**src/rtl/pkt_framer_if.sv**
```systemverilog
// pkt_framer_if: Avalon-ST style packet stream bundle (no backpressure).
//   data  : payload word
//   sop   : start-of-packet marker
//   eop   : end-of-packet marker
//   empty : unused symbols on the eop beat
//   valid : beat qualifier
// master drives the stream, slave receives it.
interface pkt_framer_if #(
  parameter int DATA_W  = 8,
  parameter int EMPTY_W = 2
);
  logic [DATA_W-1:0]  data;
  logic               sop;
  logic               eop;
  logic [EMPTY_W-1:0] empty;
  logic               valid;

  modport master (output data, sop, eop, empty, valid);
  modport slave  (input  data, sop, eop, empty, valid);
endinterface

```
**src/rtl/pkt_framer.sv**
```systemverilog
// pkt_framer: enforces strict sop..eop framing on a packet stream.
// Stray beats outside a packet are dropped; a packet interrupted by a new
// sop, or idle for TIMEOUT cycles, is closed by forcing eop onto its last
// held beat. Saturating counters report emitted/truncated/dropped traffic.
// Ports:
//   sys_clk     : clock, rising edge
//   reset_n     : asynchronous active-low reset
//   in          : upstream stream (slave)
//   clr_cnt     : synchronous clear of the statistics counters
//   out         : framed stream, registered (master)
//   pkt_count   : beats emitted with eop=1 (normal and forced)
//   trunc_count : packets closed by a forced eop
//   drop_count  : input beats discarded
// DATA_W/EMPTY_W must match the widths of the connected interfaces.
module pkt_framer #(
  parameter int TIMEOUT = 255,
  parameter int TO_W    = 8,
  parameter int CNT_W   = 16,
  parameter int DATA_W  = 8,
  parameter int EMPTY_W = 2
) (
  input  logic             sys_clk,
  input  logic             reset_n,
  pkt_framer_if.slave      in,
  input  logic             clr_cnt,
  pkt_framer_if.master     out,
  output logic [CNT_W-1:0] pkt_count,
  output logic [CNT_W-1:0] trunc_count,
  output logic [CNT_W-1:0] drop_count
);

  typedef enum logic {IDLE, OPEN} state_e;

  localparam logic [TO_W-1:0] TIMEOUT_V = TO_W'(TIMEOUT);

  state_e state_q, state_d;

  logic               hold_valid_q, hold_valid_d;
  logic [DATA_W-1:0]  hold_data_q,  hold_data_d;
  logic               hold_sop_q,   hold_sop_d;
  logic               hold_eop_q,   hold_eop_d;
  logic [EMPTY_W-1:0] hold_empty_q, hold_empty_d;

  logic               out_valid_q, out_valid_d;
  logic [DATA_W-1:0]  out_data_q,  out_data_d;
  logic               out_sop_q,   out_sop_d;
  logic               out_eop_q,   out_eop_d;
  logic [EMPTY_W-1:0] out_empty_q, out_empty_d;

  logic [TO_W-1:0]    timer_q, timer_d;
  logic [CNT_W-1:0]   pkt_cnt_q,   pkt_cnt_d;
  logic [CNT_W-1:0]   trunc_cnt_q, trunc_cnt_d;
  logic [CNT_W-1:0]   drop_cnt_q,  drop_cnt_d;

  logic [TO_W-1:0]    timer_inc;
  logic               timeout_fire;
  logic               emit, force_eop, load, drop;

  function automatic logic [CNT_W-1:0] sat_inc(input logic [CNT_W-1:0] v,
                                               input logic inc);
    return (inc && (v != {CNT_W{1'b1}})) ? v + 1'b1 : v;
  endfunction

  // Timeout fires on the idle cycle that brings the count up to TIMEOUT.
  assign timer_inc    = timer_q + 1'b1;
  assign timeout_fire = (state_q == OPEN) && !in.valid && (timer_inc == TIMEOUT_V);

  always_ff @(posedge sys_clk or negedge reset_n) begin
    if (!reset_n) begin
      state_q      <= IDLE;
      hold_valid_q <= 1'b0;
      hold_data_q  <= '0;
      hold_sop_q   <= 1'b0;
      hold_eop_q   <= 1'b0;
      hold_empty_q <= '0;
      out_valid_q  <= 1'b0;
      out_data_q   <= '0;
      out_sop_q    <= 1'b0;
      out_eop_q    <= 1'b0;
      out_empty_q  <= '0;
      timer_q      <= '0;
      pkt_cnt_q    <= '0;
      trunc_cnt_q  <= '0;
      drop_cnt_q   <= '0;
    end else begin
      state_q      <= state_d;
      hold_valid_q <= hold_valid_d;
      hold_data_q  <= hold_data_d;
      hold_sop_q   <= hold_sop_d;
      hold_eop_q   <= hold_eop_d;
      hold_empty_q <= hold_empty_d;
      out_valid_q  <= out_valid_d;
      out_data_q   <= out_data_d;
      out_sop_q    <= out_sop_d;
      out_eop_q    <= out_eop_d;
      out_empty_q  <= out_empty_d;
      timer_q      <= timer_d;
      pkt_cnt_q    <= pkt_cnt_d;
      trunc_cnt_q  <= trunc_cnt_d;
      drop_cnt_q   <= drop_cnt_d;
    end
  end

  // A packet stays OPEN until a beat carrying eop is loaded or it times out.
  always_comb begin
    state_d = state_q;
    case (state_q)
      IDLE: if (in.valid && in.sop && !in.eop) state_d = OPEN;
      OPEN: begin
        if (in.valid)         state_d = in.eop ? IDLE : OPEN;
        else if (timeout_fire) state_d = IDLE;
      end
      default: state_d = IDLE;
    endcase
  end

  // Datapath: decide emission from hold, then any same-cycle load.
  always_comb begin
    emit      = 1'b0;
    force_eop = 1'b0;
    load      = 1'b0;
    drop      = 1'b0;
    timer_d   = timer_q;

    // A held eop beat always leaves on the following cycle.
    if (hold_valid_q && hold_eop_q) emit = 1'b1;

    case (state_q)
      IDLE: begin
        if (in.valid) begin
          if (in.sop) begin
            load    = 1'b1;
            timer_d = '0;
          end else begin
            drop = 1'b1;
          end
        end
      end
      OPEN: begin
        if (in.valid) begin
          emit      = 1'b1;
          force_eop = in.sop;
          load      = 1'b1;
          timer_d   = '0;
        end else if (timeout_fire) begin
          emit      = 1'b1;
          force_eop = 1'b1;
          timer_d   = '0;
        end else begin
          timer_d = timer_inc;
        end
      end
      default: ;
    endcase

    hold_valid_d = hold_valid_q & ~emit;
    hold_data_d  = hold_data_q;
    hold_sop_d   = hold_sop_q;
    hold_eop_d   = hold_eop_q;
    hold_empty_d = hold_empty_q;
    if (load) begin
      hold_valid_d = 1'b1;
      hold_data_d  = in.data;
      hold_sop_d   = in.sop;
      hold_eop_d   = in.eop;
      hold_empty_d = in.empty;
    end

    // Empty is only meaningful on a genuine eop; forced eops carry zero.
    out_valid_d = emit;
    out_data_d  = emit ? hold_data_q : '0;
    out_sop_d   = emit & hold_sop_q;
    out_eop_d   = emit & (hold_eop_q | force_eop);
    out_empty_d = (emit && hold_eop_q) ? hold_empty_q : '0;

    if (clr_cnt) begin
      pkt_cnt_d   = '0;
      trunc_cnt_d = '0;
      drop_cnt_d  = '0;
    end else begin
      pkt_cnt_d   = sat_inc(pkt_cnt_q, out_eop_d);
      trunc_cnt_d = sat_inc(trunc_cnt_q, emit & force_eop & ~hold_eop_q);
      drop_cnt_d  = sat_inc(drop_cnt_q, drop);
    end
  end

  assign out.valid   = out_valid_q;
  assign out.data    = out_data_q;
  assign out.sop     = out_sop_q;
  assign out.eop     = out_eop_q;
  assign out.empty   = out_empty_q;
  assign pkt_count   = pkt_cnt_q;
  assign trunc_count = trunc_cnt_q;
  assign drop_count  = drop_cnt_q;

endmodule

```
**src/flat_wrapper.sv**
```systemverilog
// flat-port wrapper written by rule: the top's interface ports become plain ports
module pkt_framer_flat 
#(
  parameter int TIMEOUT = 255,
  parameter int TO_W    = 8,
  parameter int CNT_W   = 16,
  parameter int DATA_W  = 8,
  parameter int EMPTY_W = 2
)
  (sys_clk, reset_n, clr_cnt, pkt_count, trunc_count, drop_count, in_data, in_sop, in_eop, in_empty, in_valid, out_data, out_sop, out_eop, out_empty, out_valid);
  pkt_framer_if #(.DATA_W(DATA_W), .EMPTY_W(EMPTY_W)) in_i ();
  pkt_framer_if #(.DATA_W(DATA_W), .EMPTY_W(EMPTY_W)) out_i ();
  input  logic sys_clk;
  input  logic reset_n;
  input  logic clr_cnt;
  output logic [CNT_W-1:0] pkt_count;
  output logic [CNT_W-1:0] trunc_count;
  output logic [CNT_W-1:0] drop_count;
  input wire logic [$bits(in_i.data)-1:0] in_data;
  input wire logic [$bits(in_i.sop)-1:0] in_sop;
  input wire logic [$bits(in_i.eop)-1:0] in_eop;
  input wire logic [$bits(in_i.empty)-1:0] in_empty;
  input wire logic [$bits(in_i.valid)-1:0] in_valid;
  output wire logic [$bits(out_i.data)-1:0] out_data;
  output wire logic [$bits(out_i.sop)-1:0] out_sop;
  output wire logic [$bits(out_i.eop)-1:0] out_eop;
  output wire logic [$bits(out_i.empty)-1:0] out_empty;
  output wire logic [$bits(out_i.valid)-1:0] out_valid;
  assign in_i.data = in_data;
  assign in_i.sop = in_sop;
  assign in_i.eop = in_eop;
  assign in_i.empty = in_empty;
  assign in_i.valid = in_valid;
  assign out_data = out_i.data;
  assign out_sop = out_i.sop;
  assign out_eop = out_i.eop;
  assign out_empty = out_i.empty;
  assign out_valid = out_i.valid;
  pkt_framer #(.TIMEOUT(TIMEOUT), .TO_W(TO_W), .CNT_W(CNT_W), .DATA_W(DATA_W), .EMPTY_W(EMPTY_W)) u_core (.sys_clk(sys_clk), .reset_n(reset_n), .in(in_i), .clr_cnt(clr_cnt), .out(out_i), .pkt_count(pkt_count), .trunc_count(trunc_count), .drop_count(drop_count));
endmodule
```
**config.mk**
```make
export PLATFORM = sky130hd
export DESIGN_NAME = pkt_framer_flat
export DESIGN_NICKNAME = d
export VERILOG_FILES = /design/src/rtl/pkt_framer_if.sv /design/src/rtl/pkt_framer.sv /design/src/flat_wrapper.sv
export SDC_FILE = /design/constraint.sdc
export NUM_CORES = 1
export LEC_CHECK = 0
export ABC_AREA = 1
export CAP_MARGIN = 10
export CORE_MARGIN = 2
export CORE_UTILIZATION = 48
export CTS_CLUSTER_DIAMETER = 40
export DETAILED_ROUTE_END_ITERATION = 7
export PLACE_DENSITY = 0.84
export RECOVER_POWER = 100
export SLEW_MARGIN = 20
export SYNTH_ARGS = -nofsm -noshare
export SYNTH_HDL_FRONTEND = slang
export SYNTH_SLANG_ARGS = --single-unit
```
**constraint.sdc**
```tcl
create_clock -name sys_clk -period 2.6 [get_ports sys_clk]
set_clock_uncertainty 0.1 [all_clocks]
set_input_delay 0.65 -clock sys_clk [delete_from_list [all_inputs] [get_ports sys_clk]]
set_output_delay 0.65 -clock sys_clk [all_outputs]
set_load 0.01 [all_outputs]
```
==> impl_metrics.json <==
{
  "status": "completed",
  "finalHoldViolCount": 0,
  "cts-htree-levels": 3,
  "power_density_nw_per_um2": 514,
  "die_x_um": 100,
  "route.detailed.drc": 0,
  "drive_above_1_share_pct": 4.68,
  "fmax_mhz": 428,
  "cts_hold_buf": 0,
  "portBuffers": 76,
  "path_cells": "ha_1 -> nand2_1 -> nor2_1 -> nand3_1 -> nand2_1 -> nand3_2 -> o21bai_2 -> nand2_1 -> nand2_1 -> nand3_4 -> clkbuf_1 -> nand3_1 -> nand2_1",
  "critical_path_arrival_ps": 2470,
  "ys_warn_count": 0,
  "postRouteAntennaNets": 0,
  "dp_hpwl_um": 7610,
  "dieArea_um2": 10000,
  "clock_latency_ps": 340,
  "postSynthNetCount": 594,
  "synth.top_cells.by_count": "nand2_1 (161), dfrtp_1 (83), nor2_1 (67)",
  "avgSynthCellArea_um2": 7.73,
  "synth_flop_cell": "dfrtp_1",
  "cts_root_buffer": "clkbuf_8",
  "drt_iter0_drc": 370,
  "worstPathRequired_ps": 2740,
  "hp-class": "in2async",
  "numClockSinks": 83,
  "synth-seq-area-share_pct": 46.9,
  "core_area_um2": 9110,
  "yosys.area.top_type": "dfrtp_1",
  "via_per_inst": 5.36,
  "synth_fa_ha_area_share_pct": 1.41,
  "synth_most_common_cell": "nand2_1",
  "p_leak_nw": 2.69,
  "nets": 679,
  "cp-end-kind": "register",
  "track_usage_pct": 22.6,
  "antenna_found_initial": 0,
  "drv_cap": 0,
  "area_delta_synth_final_pct": 26.1,
  "wirelength_um": 10600,
  "rsz0062_at_grt": "false",
  "finalSetupTns_ps": 0,
  "startpoint_type": "register",
  "overflow": 0,
  "relSlewSlack_pct": 36.3,
  "dr_total_vias": 4147,
  "n_antenna_cell": 0,
  "synthXorXnorAreaFrac_pct": 4.75,
  "fin_util_pct": 61.3,
  "peakVddDrop_uv": 373,
  "synth-seq-cells": 83,
  "synth_compound_area_share_pct": 7.77,
  "synth-simple-area-share_pct": 32.5,
  "period_needed_ps": 2340,
  "critPathTopFamily": "simple AND/OR/NAND/NOR gates",
  "setup_viol": 0,
  "die_h_um": 100,
  "critical_path.slowest_cell": "dfrtp_1",
  "path_class": "reg2reg",
  "fill_cells": 792,
  "drt_first_pass_iters": 5,
  "mappedNetlistArea_um2": 4430,
  "critPathMaxStageDelay_ps": 460,
  "yosys-top-cells-area": "dfrtp_1 (47%), nand2_1 (14%), nand3_1 (7.2%), nor2_1 (5.7%), inv_1 (4.9%)",
  "numCtsBuffers": 9,
  "cp_common_cell": "nand2_1",
  "synthCells": 573,
  "cts_tree": "built",
  "ys_types": 36,
  "start_util_pct": 48.6,
  "gp_congestion": 0.971,
  "grt_pass1_vias": 4008,
  "io_pins": 77,
  "synth_edf_count": 0,
  "netlist.area_leader.share_pct": 46.9,
  "rows": 35,
  "cp_max_fo": 6,
  "post-route-period-util_pct": 89.8,
  "worstMarginPinSlew_ps": 955,
  "synth_mux_area_share_pct": 0,
  "synth_top_family_by_area": "simple AND/OR/NAND/NOR gates",
  "grt_first_pass_wirelength_um": 18300,
  "wl_per_cell_um": 13.8,
  "worst-path-buf-inv": 1,
  "slew_viol_final": 0,
  "grt_start_max_net_pins": 49,
  "clock_path_buffers": 2,
  "synthArstFlopShare_pct": 100,
  "path_clk_slew_ps": 80
}
[worst reg2reg max path: cells and delay by family, from the launching register on]
kind,cells,cell delay (ps)
adders and majority gates,1,260
DFF,1,460
AOI/OAI and AO/OA,1,160
and+or+nand+nor,10,1080
buffers and inverters,1,190
[final timing paths]
check / from / to / slack [ps] / depth (start not counted)
max: u_core.timer_q[1] / u_core.pkt_count[1] / 260 / 13
min: reset_n / u_core.drop_count[13] / 340 / 1
max reg2reg: u_core.timer_q[1] / u_core.pkt_count[1] / 260 / 13
min reg2reg: u_core.hold_data_q[4] / u_core.hold_data_q[4] / 370 / 2
max in group asynchronous: reset_n / u_core.out.data[3] / 1290 / 2
min in group sys_clk: u_core.hold_data_q[4] / u_core.hold_data_q[4] / 370 / 2
[metrics by stage]
stage               cells  total power, mW  worst slack, ps  instance area, um2  hold slack [ps]
global placement      754             1.80              151                5350              347
CTS                   769             2.90              201                5580              171
detailed placement    754             1.82             30.6                5350              352
floorplan             573             1.62              557                4430              254
global route          773             3.00             28.9                5580              397
finish                773             2.87              265                5580              340
[state kept, by name (all words and copies together) (netlist names), 2 cells and up]
| signal | flops |
|---|---|
| u_core.pkt_count | 16 |
| u_core.out.data | 8 |
| u_core.out.empty | 2 |
| u_core.timer_q | 8 |
| u_core.drop_count | 16 |
| u_core.trunc_count | 16 |
| u_core.hold_empty_q | 2 |
| u_core.hold_data_q | 8 |
[cell type report]
type                       count  area [um2]  share of cell area, %
tap                          111         139                   2.49
multi-input combinational    415        2050                   36.8
inverter                      59         221                   3.97
clock inverter                 5         103                   1.84
timing repair buffer          90         862                   15.4
clock buffer                  10         128                   2.29
sequential                    83        2080                   37.2
[metal layers]
metal | global-route usage, % | wire, um
met1 | 29.2 | 4580
met2 | 38.3 | 5240
met3 | 4.39 | 639
met4 | 7.90 | 176
met5 | 0 | 0
[kinds of logic (layout without fill, tap and decap cells)]
kind of cell,Yosys count,count (layout)
flip-flops,83,83
AND/OR/NAND/NOR,333,333
adder cells (fa/ha/maj),5,5
AO/OA/AOI/OAI,53,53
XOR/XNOR,24,24
buffers and inverters,75,164
[layout by cell type (no fill, tap or decap), types with 2 or more instances in the layout]
cell type	instances
o32ai_1	2
xnor2_1	2
nor4_1	3
dfrtp_1	83
dlygate4sd3_1	62
o31ai_1	2
nand3_1	64
a211oi_1	3
a21boi_0	8
o22ai_1	2
nand2_1	162
nand4_1	8
a21oi_1	12
clkbuf_1	6
inv_1	58
clkbuf_8	9
clkbuf_2	2
ha_1	5
nor2_1	67
bufinv_16	3
xor2_1	22
nor3b_1	3
clkdlybuf4s50_1	13
o21ai_0	16
buf_12	2
a31oi_1	3
clkbuf_4	2
nor3_1	20
buf_4	3
[where the power goes]
| part | switching [mW] | internal (mW) | leakage [nW] | total [mW] |
|---|---|---|---|---|
| Clock | 0.452 | 0.632 | 0.112 | 1.08 |
| Combinational | 0.226 | 0.147 | 1.45 | 0.373 |
| Sequential | 0.0514 | 1.36 | 1.12 | 1.41 |
[timing repair]
action | CTS | global route
endpoints found under the setup margin | 0 | 16
setup buffers | 0 | 4
resized for setup | 0 | 1
No activity file was read; power rests on OpenSTA's default activity.
